==> src/rtl/hmi_pkg_rx_pkg.sv <==
// hmi_pkg_defs: shared definitions for the HMI packet receiver.
//   - hmi_state_e : receiver FSM state encoding (3 bits)
//   - *_DEF       : default frame parameters (header bytes, capacity, timeout)
//   - idx_w()     : index width helper that never returns zero
package hmi_pkg_defs;

    typedef enum logic [2:0] {
        S_HUNT1 = 3'd0,
        S_HUNT2 = 3'd1,
        S_LEN   = 3'd2,
        S_DATA  = 3'd3,
        S_CHK   = 3'd4,
        S_PLAY  = 3'd5,
        S_END   = 3'd6
    } hmi_state_e;

    localparam int           MAX_WORDS_DEF  = 16;
    localparam int           TIMEOUT_US_DEF = 2000;
    localparam logic [7:0]   HDR0_DEF       = 8'hAA;
    localparam logic [7:0]   HDR1_DEF       = 8'h55;

    // Width of an index addressing n entries; at least 1 bit.
    function automatic int idx_w(input int n);
        return (n > 1) ? $clog2(n) : 1;
    endfunction

    localparam int WORD_IDX_W_DEF = idx_w(MAX_WORDS_DEF);
    localparam int LEN_W_DEF      = $clog2(MAX_WORDS_DEF + 1);
    localparam int TMO_W_DEF      = $clog2(TIMEOUT_US_DEF + 1);

endpackage

==> src/rtl/hmi_pkg_buf.sv <==
// hmi_pkg_buf: DEPTH x 16 register file holding one packet payload.
// Ports:
//   clk    - clock
//   we     - synchronous write enable
//   waddr  - write word address
//   wdata  - write word
//   raddr  - combinational read address
//   rdata  - combinational read data
// Contents are not reset; the receiver only reads words it has written
// for the current frame.
module hmi_pkg_buf #(
    parameter int DEPTH = 16,
    parameter int AW    = 4
) (
    input  logic          clk,
    input  logic          we,
    input  logic [AW-1:0] waddr,
    input  logic [15:0]   wdata,
    input  logic [AW-1:0] raddr,
    output logic [15:0]   rdata
);

    logic [15:0] mem_q [DEPTH];

    always_ff @(posedge clk) begin
        if (we) begin
            mem_q[waddr] <= wdata;
        end
    end

    assign rdata = mem_q[raddr];

endmodule

==> src/rtl/hmi_pkg_rx.sv <==
// hmi_pkg_rx: parses a UART byte stream into checksummed 16-bit word packets.
// Frame: HDR0, HDR1, LEN, 2*LEN payload bytes (MSB first per word), CHK where
// CHK = (LEN + sum of payload bytes) mod 256. The whole payload is buffered
// and only replayed once CHK matches, so bad frames never reach the consumer.
// Ports:
//   clk_sys   - system clock
//   rst_n     - synchronous active-low reset
//   pluse_us  - 1 us tick used for the inter-byte timeout
//   rx_data   - received byte, valid when rx_vld=1
//   rx_vld    - byte strobe
//   pkg_data  - packet word (0 when pkg_vld=0)
//   pkg_vld   - word strobe, high for LEN consecutive cycles
//   pkg_frm   - packet envelope, high for LEN+1 cycles
//   err_cnt   - saturating count of dropped frames/bytes
module hmi_pkg_rx
    import hmi_pkg_defs::*;
#(
    parameter int         MAX_WORDS  = MAX_WORDS_DEF,
    parameter int         TIMEOUT_US = TIMEOUT_US_DEF,
    parameter logic [7:0] HDR0       = HDR0_DEF,
    parameter logic [7:0] HDR1       = HDR1_DEF
) (
    input  logic        clk_sys,
    input  logic        rst_n,
    input  logic        pluse_us,
    input  logic [7:0]  rx_data,
    input  logic        rx_vld,
    output logic [15:0] pkg_data,
    output logic        pkg_vld,
    output logic        pkg_frm,
    output logic [7:0]  err_cnt
);

    localparam int IW = idx_w(MAX_WORDS);          // word index width
    localparam int LW = $clog2(MAX_WORDS + 1);     // holds 0..MAX_WORDS
    localparam int TW = $clog2(TIMEOUT_US + 1);    // gap counter width
    localparam logic [TW-1:0] GAP_LAST = TW'(TIMEOUT_US - 1);

    hmi_state_e    state_q,    state_d;
    logic [LW-1:0] len_q,      len_d;
    logic [7:0]    sum_q,      sum_d;
    logic [LW:0]   byte_idx_q, byte_idx_d;   // 0 .. 2*MAX_WORDS-1
    logic [7:0]    hi_q,       hi_d;
    logic [IW-1:0] rd_idx_q,   rd_idx_d;
    logic [TW-1:0] gap_q,      gap_d;
    logic [15:0]   pkg_data_q, pkg_data_d;
    logic          pkg_vld_q,  pkg_vld_d;
    logic          pkg_frm_q,  pkg_frm_d;
    logic [7:0]    err_q,      err_d;

    logic          err_inc;
    logic          buf_we;
    logic [15:0]   buf_rdata;
    logic [LW:0]   last_byte_idx;
    logic          len_ok;

    assign last_byte_idx = {len_q, 1'b0} - (LW+1)'(1);
    assign len_ok        = (int'(rx_data) >= 1) && (int'(rx_data) <= MAX_WORDS);

    hmi_pkg_buf #(
        .DEPTH (MAX_WORDS),
        .AW    (IW)
    ) u_buf (
        .clk   (clk_sys),
        .we    (buf_we),
        .waddr (byte_idx_q[IW:1]),
        .wdata ({hi_q, rx_data}),
        .raddr (rd_idx_q),
        .rdata (buf_rdata)
    );

    always_comb begin
        state_d    = state_q;
        len_d      = len_q;
        sum_d      = sum_q;
        byte_idx_d = byte_idx_q;
        hi_d       = hi_q;
        rd_idx_d   = rd_idx_q;
        gap_d      = gap_q;
        err_inc    = 1'b0;
        buf_we     = 1'b0;
        pkg_data_d = 16'h0;
        pkg_vld_d  = 1'b0;
        pkg_frm_d  = 1'b0;

        case (state_q)
            S_HUNT1: begin
                gap_d = '0;
                if (rx_vld && rx_data == HDR0) begin
                    state_d = S_HUNT2;
                end
            end

            S_HUNT2, S_LEN, S_DATA, S_CHK: begin
                // A byte arriving on the timeout tick wins over the abort.
                if (rx_vld) begin
                    gap_d = '0;
                    case (state_q)
                        S_HUNT2: begin
                            if (rx_data == HDR1) begin
                                state_d = S_LEN;
                            end else if (rx_data != HDR0) begin
                                state_d = S_HUNT1;
                            end
                        end
                        S_LEN: begin
                            if (len_ok) begin
                                state_d    = S_DATA;
                                len_d      = LW'(rx_data);
                                sum_d      = rx_data;
                                byte_idx_d = '0;
                            end else begin
                                err_inc = 1'b1;
                                state_d = S_HUNT1;
                            end
                        end
                        S_DATA: begin
                            sum_d      = sum_q + rx_data;
                            byte_idx_d = byte_idx_q + (LW+1)'(1);
                            if (byte_idx_q[0]) begin
                                buf_we = 1'b1;
                            end else begin
                                hi_d = rx_data;
                            end
                            if (byte_idx_q == last_byte_idx) begin
                                state_d = S_CHK;
                            end
                        end
                        S_CHK: begin
                            if (rx_data == sum_q) begin
                                state_d  = S_PLAY;
                                rd_idx_d = '0;
                            end else begin
                                err_inc = 1'b1;
                                state_d = S_HUNT1;
                            end
                        end
                        default: state_d = S_HUNT1;
                    endcase
                end else if (pluse_us) begin
                    if (gap_q == GAP_LAST) begin
                        err_inc = 1'b1;
                        state_d = S_HUNT1;
                        gap_d   = '0;
                    end else begin
                        gap_d = gap_q + TW'(1);
                    end
                end
            end

            S_PLAY: begin
                gap_d      = '0;
                pkg_frm_d  = 1'b1;
                pkg_vld_d  = 1'b1;
                pkg_data_d = buf_rdata;
                rd_idx_d   = rd_idx_q + IW'(1);
                if (LW'(rd_idx_q) == len_q - LW'(1)) begin
                    state_d = S_END;
                end
                // Bytes during replay are dropped without disturbing it.
                err_inc = rx_vld;
            end

            S_END: begin
                gap_d     = '0;
                pkg_frm_d = 1'b1;
                state_d   = S_HUNT1;
                err_inc   = rx_vld;
            end

            default: state_d = S_HUNT1;
        endcase

        err_d = (err_inc && err_q != 8'hFF) ? err_q + 8'd1 : err_q;
    end

    always_ff @(posedge clk_sys) begin
        if (!rst_n) begin
            state_q    <= S_HUNT1;
            len_q      <= '0;
            sum_q      <= '0;
            byte_idx_q <= '0;
            hi_q       <= '0;
            rd_idx_q   <= '0;
            gap_q      <= '0;
            pkg_data_q <= '0;
            pkg_vld_q  <= 1'b0;
            pkg_frm_q  <= 1'b0;
            err_q      <= '0;
        end else begin
            state_q    <= state_d;
            len_q      <= len_d;
            sum_q      <= sum_d;
            byte_idx_q <= byte_idx_d;
            hi_q       <= hi_d;
            rd_idx_q   <= rd_idx_d;
            gap_q      <= gap_d;
            pkg_data_q <= pkg_data_d;
            pkg_vld_q  <= pkg_vld_d;
            pkg_frm_q  <= pkg_frm_d;
            err_q      <= err_d;
        end
    end

    assign pkg_data = pkg_data_q;
    assign pkg_vld  = pkg_vld_q;
    assign pkg_frm  = pkg_frm_q;
    assign err_cnt  = err_q;

endmodule

==> config.mk <==
export PLATFORM = sky130hd
export DESIGN_NAME = hmi_pkg_rx
export DESIGN_NICKNAME = d
export VERILOG_FILES = /design/src/rtl/hmi_pkg_rx_pkg.sv /design/src/rtl/hmi_pkg_buf.sv /design/src/rtl/hmi_pkg_rx.sv
export SDC_FILE = /design/constraint.sdc
export NUM_CORES = 1
export LEC_CHECK = 0
export ABC_AREA = 1
export ABC_CLOCK_PERIOD_IN_PS = 5600
export CORE_AREA = 2 2 210 212
export DETAILED_ROUTE_END_ITERATION = 8
export DIE_AREA = 0 0 212 214
export PLACE_DENSITY = 0.56
export REMOVE_ABC_BUFFERS = 1
export SLEW_MARGIN = 25
export SYNTH_ARGS = -nofsm -noshare
export SYNTH_HDL_FRONTEND = slang
export SYNTH_SLANG_ARGS = --single-unit
==> constraint.sdc <==
create_clock -name clk_sys -period 5.6 [get_ports clk_sys]
set_input_delay 0.56 -clock clk_sys [delete_from_list [all_inputs] [get_ports clk_sys]]
set_output_delay 0.56 -clock clk_sys [all_outputs]
set_load 0.03 [all_outputs]
---- Word level (Yosys, flattened, before mapping) ----
Memory sizes are Yosys's and may differ from the RTL's. A register that Yosys moved wholly into a read port is not among the register bits.
Cells that the tools add are included.
operators by class
  add/subtract/negate cells ............... 7
  $lt $le $gt $ge ......................... 2
  equality and inequality tests ........... 24
  muxes and demuxes ....................... 39
  bitwise gates (word level) .............. 1
  reductions and logical operators ........ 18
operators with widths
  kind                     number
  $mux W11                 3
  $mux W3                  9
  $pmux W11 S2             1
  $ne A8 B8 Y1 const B     2
  $pmux W8 S2              1
  $reduce_and A4 Y1        4
  $mux W1                  13
  $mux W4                  3
  $ne A2 B2 Y1 const B     6
  $pmux W3 S4              1
  $pmux W6 S2              1
  $add A11 B1 Y11 const B  1
  $eq A11 B11 Y1 const B   1
  $eq A3 B3 Y1 const B     3
  $pmux W3 S3              1
  $add A8 B1 Y8 const B    1
  $add A8 B8 Y8            1
  $eq A8 B7 Y1 const B     1
  $eq A8 B8 Y1             1
  $eq A8 B8 Y1 const B     1
  $ge A8 B1 Y1 const B     1
  $le A8 B5 Y1 const B     1
  $mux W8                  1
  $pmux W4 S2              1
  24 further kinds         32
word-level totals
  register bits ........................... 55
  RAM bits ................................ 256
  input bits .............................. 12
  output and inout bits ................... 26
  logic and storage cells ................. 102
  memories ................................ 1
memory list
  memory       depth  width  rd ports  clocked after memory_dff  write ports  RTL line           RTL
  u_buf.mem_q  16     16     1         1                         1            hmi_pkg_buf.sv:23  logic [15:0] mem_q [DEPTH];

---- Logic depth before layout (Yosys ltp) ----
Gate-level depths: netlist of run 1.
  depth after elaboration ................. 7
  gate-level depth with buffers ........... 13
  mapped depth without buffers ............ 13

---- By module ----
Synthesis of run 1 repeated with hierarchy kept, for this count alone.
unflattened totals
  cell total of the unflattened synthesis .. 1596
  area total of the unflattened synthesis .. 14825.5 um^2
modules (own cells, without submodules)
  module       instances  cells an instance  area each (um^2)
  hmi_pkg_buf  1          1058               11060.6
  hmi_pkg_rx   1          538                3764.9

---- Worst setup path before layout of run 1 ----
No wires, ideal clock.
  kind .................................... register to register
  start point ............................. reg state_q[1]
  end point ............................... mem u_buf.mem_q[0][0], enable pin
  library setup time ...................... 0.388 ns
  data arrival time ....................... 1.928 ns
  required time ........................... 5.212 ns
  slack ................................... 3.283 ns
  cell stages (with the launch flop) ...... 7
  path buffers ............................ 0
  cell sequence ........................... dfxtp_1 -> nand2_1 -> nor2_2 -> nand2_1 -> nor2_1 -> nand3_1 -> nor2_1
on the way
  word-level cells in the longest chain between the ends .. 6
RTL lines
  item                               RTL line                            RTL
  start, declared                    hmi_pkg_rx.sv:39                    hmi_state_e state_q, state_d;
  start signal, assigned             hmi_pkg_rx.sv:191                   state_q <= state_d;
  $eq A3 B2 Y1                       hmi_pkg_rx.sv:86, hmi_pkg_rx.sv:98
  $mux W1                            hmi_pkg_rx.sv:98                    case (state_q)
  $mux W1                            hmi_pkg_rx.sv:96                    if (rx_vld) begin
  $mux W1 (*)                        hmi_pkg_rx.sv:86                    case (state_q)
  $mux W1 (*)                        hmi_pkg_buf.sv:26                   if (we) begin
  $mux W1 (not written as such) (*)  hmi_pkg_buf.sv:27                   mem_q[waddr] <= wdata;
  end, declared                      hmi_pkg_buf.sv:23
Mark *: on every way between the ends. The rest lies on a longest branch, timed or not.

---- Worst setup path after layout of run 1 ----
  start point ............................. reg state_q[1]
  end point ............................... mem u_buf.mem_q[10][6], enable pin
Same word-level chain as after synthesis.

==> results of run 1 <==
==> placed cells by master, fill, tap and decap left out, types with 2 or more instances in the layout <==
cell,count
clkbuf_16,36
nand2_1,168
a21oi_1,37
nand4_1,8
nor3_2,3
o211ai_1,16
inv_2,5
clkdlybuf4s50_1,37
inv_1,50
nor2_2,8
clkinv_8,3
xor2_1,12
nor3_1,11
dfxtp_2,3
nand3_1,50
buf_4,10
o21ai_0,157
o21ai_1,17
ha_1,12
a31oi_1,20
clkinvlp_4,2
o22ai_1,49
a211oi_1,4
clkinv_1,3
a21o_1,2
nor3b_1,3
bufinv_16,3
nand2_2,2
nor2_1,218
nand3b_1,3
dfxtp_1,67
o21bai_1,4
xnor2_1,3
clkbuf_1,5
edfxtp_1,256
clkbuf_8,5
clkinv_2,10
nor2_4,11
==> tightest hold or removal path, stage by stage, from the launching register on <==
cell	delay (ps)
dfxtp_1	320
inv_1	50
a21oi_1	50
==> power breakdown <==
part           switching [W]  internal, W  total, W
clock               0.000989      0.00141   0.00240
combinational       0.000390     0.000173  0.000563
sequential         0.0000743      0.00265   0.00272
==> metrics by stage <==
stage	hold WS, ps	instances	instance area (sq um)	utilization [%]	total power, W
floorplan	437	1213	13400	-	0.00313
global route	490	1911	15900	37.0	0.00590
global placement	452	1845	14600	34.0	0.00333
detailed placement	460	1845	14600	34.1	0.00334
CTS	471	1911	15800	36.9	0.00572
finish	470	1911	15900	37.0	0.00568
==> layout make-up <==
| cell class | count | share of cell area [%] |
|---|---|---|
| Sequential cell | 327 | 57.5 |
| Multi-Input combinational cell | 828 | 26.1 |
| Clock buffer | 46 | 6.23 |
| Tap cell | 585 | 4.61 |
| Timing Repair Buffer | 47 | 2.81 |
| Clock inverter | 20 | 1.40 |
| Inverter | 58 | 1.38 |
==> kinds of logic (layout without fill, tap and decap cells) <==
| family | after synthesis | after routing | share of synthesized area (%) |
|---|---|---|---|
| AO/OA/AOI/OAI | 310 | 310 | 12.7 |
| buffers and inverters | 122 | 171 | 3.63 |
| AND/OR/NAND/NOR | 490 | 490 | 14.7 |
| adder cells (fa/ha/maj) | 13 | 13 | 1.25 |
| XOR/XNOR | 15 | 15 | 0.962 |
| flip-flops | 327 | 327 | 66.7 |
==> final timing paths <==
check	end	cells after the start
worst min register to register	gap_q[6]	2
worst max-delay path	u_buf.mem_q[10][6]	6
worst max register to register	u_buf.mem_q[10][6]	6
worst min-delay path	gap_q[6]	2
==> sequential cells by signal (all words and copies together), names as in the netlist <==
signal       flops
pkg_frm          1
err_cnt          8
sum_q            8
state_q          3
pkg_data        16
gap_q           11
rd_idx_q         4
u_buf.mem_q    256
len_q            5
pkg_vld          1
hi_q             8
byte_idx_q       6
==> layer usage <==
| layer | up-vias | share of wire [%] |
|---|---|---|
| li1 | 4567 | - |
| met1 | 4713 | 45 |
| met2 | 258 | 49 |
| met3 | 59 | 4.3 |
| met4 | 0 | 2.4 |
| met5 | - | 0 |
==> flow_summary.yaml, run 1 <==
setup_path:
  cp-start-kind: "register"
  endpoint_kind: "register"
  slowest_stage: "nor2_2"
  timing_worst_setup_path_type: "reg -> reg"
  path_delay_family: "simple AND/OR/NAND/NOR gates"
  startpoint: "state_q[1]"
  cp_num_buf_inv: 0
  crit_arrival_ps: 3580
  r2r_setup_slack_ps: 2160
  cp_cell_sequence: "nand2_1 -> nor2_2 -> nand2_1 -> nor2_1 -> nand3_1 -> nor2_2"
  critical_path_peak_fanout: 16
  critPathMaxStageDelay_ps: 900
  worstReg2RegStart: "state_q[1]"
  required_ps: 5740
global_route:
  gr-usage-met1_pct: 20.6
  antenna_found_initial: 0
  use_met2_pct: 26.6
  met3_usage_pct: 2.23
  grt_usage_pct: 15.6
  grt_max_degree: 85
  grt_pass1_wl_mm: 54.8
  grt.overflow.total: 0
  grt_pass1_vias: 9454
  busiest_layer: "met2"
sta:
  setup-tns-final_ps: 0
  hold_viol_final: 0
  skew_ps: 23.5
  fin_crit_ps: 3440
  finalCritPeriodShare_pct: 61.5
  setup_viol: 0
  finalMaxSlewViolations: 0
  worstMarginPinSlew_ps: 1050
  rsz0062_at_grt: "no"
  max_freq_ghz: 0.290
  maxSlewHeadroom_pct: 29.8
  layout_setup_ws_ps: 2160
clocking:
  cts-root-buf: "clkbuf_16"
  path_clk_slew_ps: 60
  holdBufCountCts: 0
  tritoncts: "yes"
  cts_buffers: 36
  insertion_delay_ps: 530
  clockBufferDepth: 3
  htree_levels: 2
  postCtsResizedCells: 0
  cts_num_sinks: 327
  post_cts_buffers: 0
logic_synthesis:
  yosysTopAreaCell: "edfxtp_1"
  syn_avg_cell_area_sq_um: 10.7
  synth.ff_latch_count: 327
  netlist_instances: 1277
  synth.most_common_cell: "edfxtp_1"
  synth-async-reset-ratio_pct: 0
  yosysSeqAreaShare_pct: 66.7
  synth_area_leaders: "edfxtp_1 (56%), dfxtp_1 (10%), nor2_1 (6.4%)"
  netlist_top_cells_count: "edfxtp_1 (256), nor2_1 (234), nand2_1 (168)"
  synth_edf_count: 256
  yosysTopAreaCellShare_pct: 56.3
  syn-cell-area_sq_um: 13700
  synth_cell_types: 43
  synthFlopType: "edfxtp_1"
  yosysWarnings: 0
run:
  drv_cap: 0
drt:
  initialDrtViolationCount: 692
  ant_nets: 0
  viasPerCell: 5.02
  route.detailed.drc: 0
  wire_per_inst_microns: 18.6
  vias: 9597
  wirelength_mm: 35.6
  firstDrtPassIters: 5
placement:
  io_buffers: 37
  place_ws_ps: 2130
  place_hpwl_mm: 20.9
  place.gp.congestion: 0.861
floorplan:
  fp.dieH_microns: 214
  initial_core_util_pct: 31.8
  ioPinCount: 38
  core_area_sq_um: 42900
  die_area_sq_um: 45400
  rows: 76
  die_w_microns: 212
final_layout:
  drive_above_1_share_pct: 8.14
  antenna_cells: 0
  regArea_sq_um: 9120
  n_fill_cell: 4153
  num-nets-final: 1323
  multi_input_area_sq_um: 4140
  syn_to_final_growth_pct: 16.2
power:
  power_density_nw_per_um2: 358
  ir_drop_mv: 0.228
  leakage_nw: 5.27
worst_hold_path:
  hold_path_class: "reg -> reg"
  hold_start: "gap_q[6]"
outcome:
  outcome: "finished clean"
Note: power is estimated with default switching activity, not from simulation.
==> run 2, diff against run 1 <==
--- a/config.mk
+++ b/config.mk
@@ -6,7 +6,7 @@
 export NUM_CORES = 1
 export LEC_CHECK = 0
 export ABC_AREA = 1
-export ABC_CLOCK_PERIOD_IN_PS = 5600
+export ABC_CLOCK_PERIOD_IN_PS = 3220
 export CORE_AREA = 2 2 210 212
 export DETAILED_ROUTE_END_ITERATION = 8
 export DIE_AREA = 0 0 212 214
==> constraint.sdc (replaced) <==
create_clock -name clk_sys -period 3.22 [get_ports clk_sys]
set_input_delay 0.322 -clock clk_sys [delete_from_list [all_inputs] [get_ports clk_sys]]
set_output_delay 0.322 -clock clk_sys [all_outputs]
set_load 0.03 [all_outputs]
==> run 2 against run 1 <==
Via count increased by 0.47%. Clock skew fell by 8.3 ps. Maximum frequency up 41%. Register-to-register slack got worse by 1400 ps. Die area unchanged. Final cell count rose by 2.1%. Clock power is 63% higher. Clock-buffer cell count rose by 3. Worst setup slack worse by 1400 ps. Largest cell class unchanged. Highest routed layer unchanged.
==> flow_summary.yaml, run 2 (synthesized netlist as in run 1, its figures left out) <==
final_layout:
  top_register: "u_buf.mem_q"
  largest_reg_flops: 256
  drive_above_1_share_pct: 10.2
  n_fill_cell: 4179
  antenna_cells: 0
  layout_common_cells: "edfxtp_1 (256), nor2_1 (218), nand2_1 (168)"
  syn_to_final_growth_pct: 17.9
  num-nets-final: 1364
  final_common_cell: "edfxtp_1"
drt:
  firstDrtPassIters: 5
  viasPerCell: 4.94
  route.detailed.drc: 0
  ant_nets: 0
  vias: 9642
  wirelength_mm: 34.5
  initialDrtViolationCount: 622
  wire_per_inst_microns: 17.7
setup_path:
  critical_path_peak_fanout: 11
  required_ps: 3440
  cp-start-kind: "register"
  timing_worst_setup_path_type: "reg -> reg"
  crit_arrival_ps: 2660
  endpoint_kind: "register"
global_route:
  grt_max_degree: 90
  grt_pass1_wl_mm: 53.6
  antenna_found_initial: 0
  grt.overflow.total: 0
  grt_pass1_vias: 9422
  grt_usage_pct: 15.3
placement:
  place.gp.congestion: 0.808
  place_ws_ps: 683
  io_buffers: 37
  place_hpwl_mm: 21.3
clocking:
  holdBufCountCts: 0
  clockBufferDepth: 3
  tritoncts: "yes"
  cts_num_sinks: 327
  cts-root-buf: "clkbuf_16"
  path_clk_slew_ps: 70
  post_cts_buffers: 0
  postCtsResizedCells: 0
  cts_buffers: 36
  insertion_delay_ps: 530
  htree_levels: 2
power:
  power_frac_seq_pct: 49.0
  ir_drop_mv: 0.386
  power_w: 0.00962
  power_switching_w: 0.00243
  share_clk_of_total_power_pct: 40.7
  p_int_w: 0.00719
  power_frac_comb_pct: 10.3
  leakage_nw: 5.45
  p_sw_share_pct: 25.2
  power_density_nw_per_um2: 598
sta:
  layout_setup_ws_ps: 780
  skew_ps: 15.3
  fin_crit_ps: 2440
  hold_viol_final: 0
  setup_viol: 0
  rsz0062_at_grt: "no"
  worstMarginPinSlew_ps: 947
  max_freq_ghz: 0.410
  finalMaxSlewViolations: 0
  maxSlewHeadroom_pct: 36.9
  finalCritPeriodShare_pct: 75.8
  setup-tns-final_ps: 0
worst_hold_path:
  hold_path_class: "reg -> reg"
run:
  drv_cap: 0
floorplan:
  initial_core_util_pct: 31.8
  rows: 76
  fp.dieH_microns: 214
  core_area_sq_um: 42900
  die_area_sq_um: 45400
  die_w_microns: 212
  ioPinCount: 38
outcome:
  outcome: "finished clean"
## run 2: cell types whose count changed in the layout (fill, tap and decap cells not counted), sizes merged
cell / change
clkinv: +2
clkbuf: +3
bufinv: -2
buf: +41
clkinvlp: -1
inv: -2
## run 2: path summary, 6_finish.rpt
kind	to	cells past startpoint	slack, ps	startpoint
max	u_buf.mem_q[7][6]	7	780	state_q[1]
min	gap_q[2]	2	470	gap_q[2]
max reg2reg	u_buf.mem_q[7][6]	7	780	state_q[1]
min reg2reg	gap_q[2]	2	470	gap_q[2]
## run 2: metrics by stage
step	cells	util [%]	area [sq um]	hold slack, ps
floorplan	1213	-	13400	421
global placement	1886	34.9	15000	453
detailed placement	1886	34.9	15000	463
CTS	1952	37.5	16100	471
global route	1952	37.5	16100	488
finish	1952	37.5	16100	469
## run 2: layout make-up
| cell class | instances | area, sq um | share of cell area [%] |
|---|---|---|---|
| timing repair buffer | 88 | 816 | 5.07 |
| sequential | 327 | 9110 | 56.6 |
| multi-input combinational | 828 | 4090 | 25.4 |
| clock inverter | 17 | 135 | 0.839 |
| clock buffer | 49 | 992 | 6.16 |
| inverter | 58 | 219 | 1.36 |
| tap | 585 | 732 | 4.55 |
## run 2: power groups by stage
stage / logic [W] / registers [W] / clock network [W]
after floorplan: 0.000636 / 0.00481 / 0
after global placement: 0.000984 / 0.00480 / 0
after detailed placement: 0.000995 / 0.00480 / 0
after CTS: 0.000997 / 0.00471 / 0.00402
after global routing: 0.00114 / 0.00472 / 0.00418
final: 0.000994 / 0.00471 / 0.00392
## run 2: metal layers
metal | track usage, % | share of wire (%) | vias up | wire (microns)
li1 | - | - | 4660 | -
met1 | 20.4 | 45 | 4679 | 15500
met2 | 25.0 | 47 | 237 | 16300
met3 | 2.36 | 4.6 | 66 | 1570
met4 | 5.68 | 3.1 | 0 | 1080
met5 | 0 | 0 | - | 0
## run 2: critical path, stage by stage, from the launching register on
cell	delay, ps
dfxtp_1	450
nand2_1	200
nor2_2	140
nand2_1	180
nor2_1	260
nand3_1	270
nor2_2	350
buf_4	290
==> run 3, diff against run 2 <==
--- a/config.mk
+++ b/config.mk
@@ -6,11 +6,11 @@
 export NUM_CORES = 1
 export LEC_CHECK = 0
 export ABC_AREA = 1
-export ABC_CLOCK_PERIOD_IN_PS = 3220
+export ABC_CLOCK_PERIOD_IN_PS = 2100
 export CORE_AREA = 2 2 210 212
 export DETAILED_ROUTE_END_ITERATION = 8
 export DIE_AREA = 0 0 212 214
-export PLACE_DENSITY = 0.56
+export PLACE_DENSITY = 0.57
 export REMOVE_ABC_BUFFERS = 1
 export SLEW_MARGIN = 25
 export SYNTH_ARGS = -nofsm -noshare
==> constraint.sdc (replaced) <==
create_clock -name clk_sys -period 2.1 [get_ports clk_sys]
set_input_delay 0.21 -clock clk_sys [delete_from_list [all_inputs] [get_ports clk_sys]]
set_output_delay 0.21 -clock clk_sys [all_outputs]
set_load 0.03 [all_outputs]
==> run 3 against run 2 <==
Via count up 0.74%. Clock-buffer cell count up 3. Wire length up 1.9%. Worst setup slack worse by 640 ps. Critical path depth unchanged. Non-clock buffer count up 43. Global-route usage up 0.17 points. Sequential cell count unchanged. Register-to-register slack worse by 640 ps. Design area up 2.7%. Clock power up 56%. Largest power group unchanged. Highest routed layer is now met5.
==> flow_summary.yaml, run 3 (synthesized netlist as in run 1, its figures left out) <==
floorplan:
  initial_core_util_pct: 31.8
  rows: 76
  ioPinCount: 38
  core_area_sq_um: 42900
  die_area_sq_um: 45400
  die_w_microns: 212
  fp.dieH_microns: 214
setup_path:
  critical_path_peak_fanout: 9
  cpMostUsedCell: "nor2_2"
  cp_cell_sequence: "nand2_1 -> nor2_2 -> nand2_1 -> nor2_2 -> nand3_2 -> nor2_2 -> buf_4"
  cp_num_buf_inv: 1
  crit_arrival_ps: 2170
  r2r_setup_slack_ps: 140
  path_delay_family: "simple AND/OR/NAND/NOR gates"
  slowest_stage: "dfxtp_1"
  required_ps: 2310
  cp-start-kind: "register"
  critPathMaxStageDelay_ps: 410
  endpoint_kind: "register"
  timing_worst_setup_path_type: "reg -> reg"
clocking:
  htree_levels: 2
  clockBufferDepth: 3
  holdBufCountCts: 0
  cts_buffers: 37
  tritoncts: "yes"
  path_clk_slew_ps: 60
  post_cts_buffers: 0
  cts_num_sinks: 327
  insertion_delay_ps: 520
  cts-root-buf: "clkbuf_16"
final_layout:
  utilization_pct: 38.5
  syn_to_final_growth_pct: 21.1
  final_common_cell: "edfxtp_1"
  layout_common_cells: "edfxtp_1 (256), nor2_1 (216), nand2_1 (168)"
  top_register: "u_buf.mem_q"
  largest_reg_flops: 256
  antenna_cells: 0
  n_fill_cell: 4155
  num-nets-final: 1408
  drive_above_1_share_pct: 13.7
global_route:
  grt_usage_pct: 15.4
  antenna_found_initial: 1
  grt_pass1_vias: 9466
  grt_pass1_wl_mm: 54.5
  grt_max_degree: 89
  grt.overflow.total: 0
sta:
  finalMaxSlewViolations: 0
  hold_viol_final: 0
  setup_viol: 0
  fin_crit_ps: 1960
  max_freq_ghz: 0.511
  skew_ps: 10.8
  finalCritPeriodShare_pct: 93.1
  setup-tns-final_ps: 0
  maxSlewHeadroom_pct: 57.2
  rsz0062_at_grt: "no"
  worstMarginPinSlew_ps: 642
drt:
  wirelength_mm: 35.2
  ant_nets: 0
  route.detailed.drc: 0
  firstDrtPassIters: 5
  initialDrtViolationCount: 877
  vias: 9713
  wire_per_inst_microns: 17.6
  viasPerCell: 4.86
power:
  power_density_nw_per_um2: 906
  power_w: 0.0150
  ir_drop_mv: 0.489
  leakage_nw: 5.68
worst_hold_path:
  hold_path_class: "in -> reg"
placement:
  place.gp.congestion: 0.864
  io_buffers: 37
  place_hpwl_mm: 22.3
outcome:
  outcome: "finished clean"
run:
  drv_cap: 0
-- run 3: cell types whose count changed in the layout (fill, tap and decap cells not counted), moves of 2 or more --
| cell | delta |
|---|---|
| clkinv_4 | -3 |
| nand3_2 | +4 |
| clkinvlp_4 | +4 |
| nand3_1 | -4 |
| clkbuf_1 | -2 |
| buf_12 | +3 |
| inv_6 | +2 |
| clkinv_2 | -2 |
| clkbuf_8 | +4 |
| nor2_1 | -2 |
| buf_4 | +40 |
-- run 3: power breakdown --
group          switching, W  internal (W)
Sequential         0.000107       0.00706
Combinational       0.00110      0.000589
Clock               0.00256       0.00357
-- run 3: timing repair --
| action | 4_1_cts | 5_1_grt |
|---|---|---|
| gates cloned | 0 | 0 |
| endpoints found under the setup margin | 7 | 241 |
| gates resized for setup | 1 | 8 |
-- run 3: routing by layer --
layer | vias to the layer above | routed length [microns] | GRT usage (%)
met3 | 57 | 1840 | 2.51
met5 | - | 9 | 0
met2 | 257 | 16700 | 25.0
met1 | 4646 | 15900 | 21.4
met4 | 2 | 719 | 4.27
li1 | 4751 | - | -
-- run 3: cell type report --
cell class | instances | area [sq um] | area share, %
flip-flops and latches | 327 | 9120 | 55.1
repair buffers | 131 | 1180 | 7.11
well taps | 585 | 732 | 4.43
clock inverters | 16 | 100 | 0.606
inverters | 58 | 219 | 1.32
clock buffers | 52 | 1060 | 6.44
multi-input cells | 828 | 4120 | 24.9
-- run 3: tightest hold or removal path, cell delays in order --
cell and delay, ps:
clkdlybuf4s50_1 400, buf_4 160, o21ai_0 80, a31oi_1 80
-- run 3: path summary, 6_finish.rpt --
kind | startpoint | cells after the start | end
worst max-delay path | state_q[0] | 7 | u_buf.mem_q[15][6]
worst min-delay path | rx_data[0] | 4 | sum_q[0]
worst max register to register | state_q[0] | 7 | u_buf.mem_q[15][6]
worst min register to register | gap_q[2] | 2 | gap_q[2]
-- run 3: through the flow --
stage	worst slack, ps	cell area, sq um	hold slack, ps	cells
floorplan	-2300	13400	309	1213
global placement	-137	15300	457	1929
detailed placement	-171	15300	467	1929
CTS	26.1	16500	458	1997
global route	13.5	16500	479	1997
finish	144	16500	466	1997
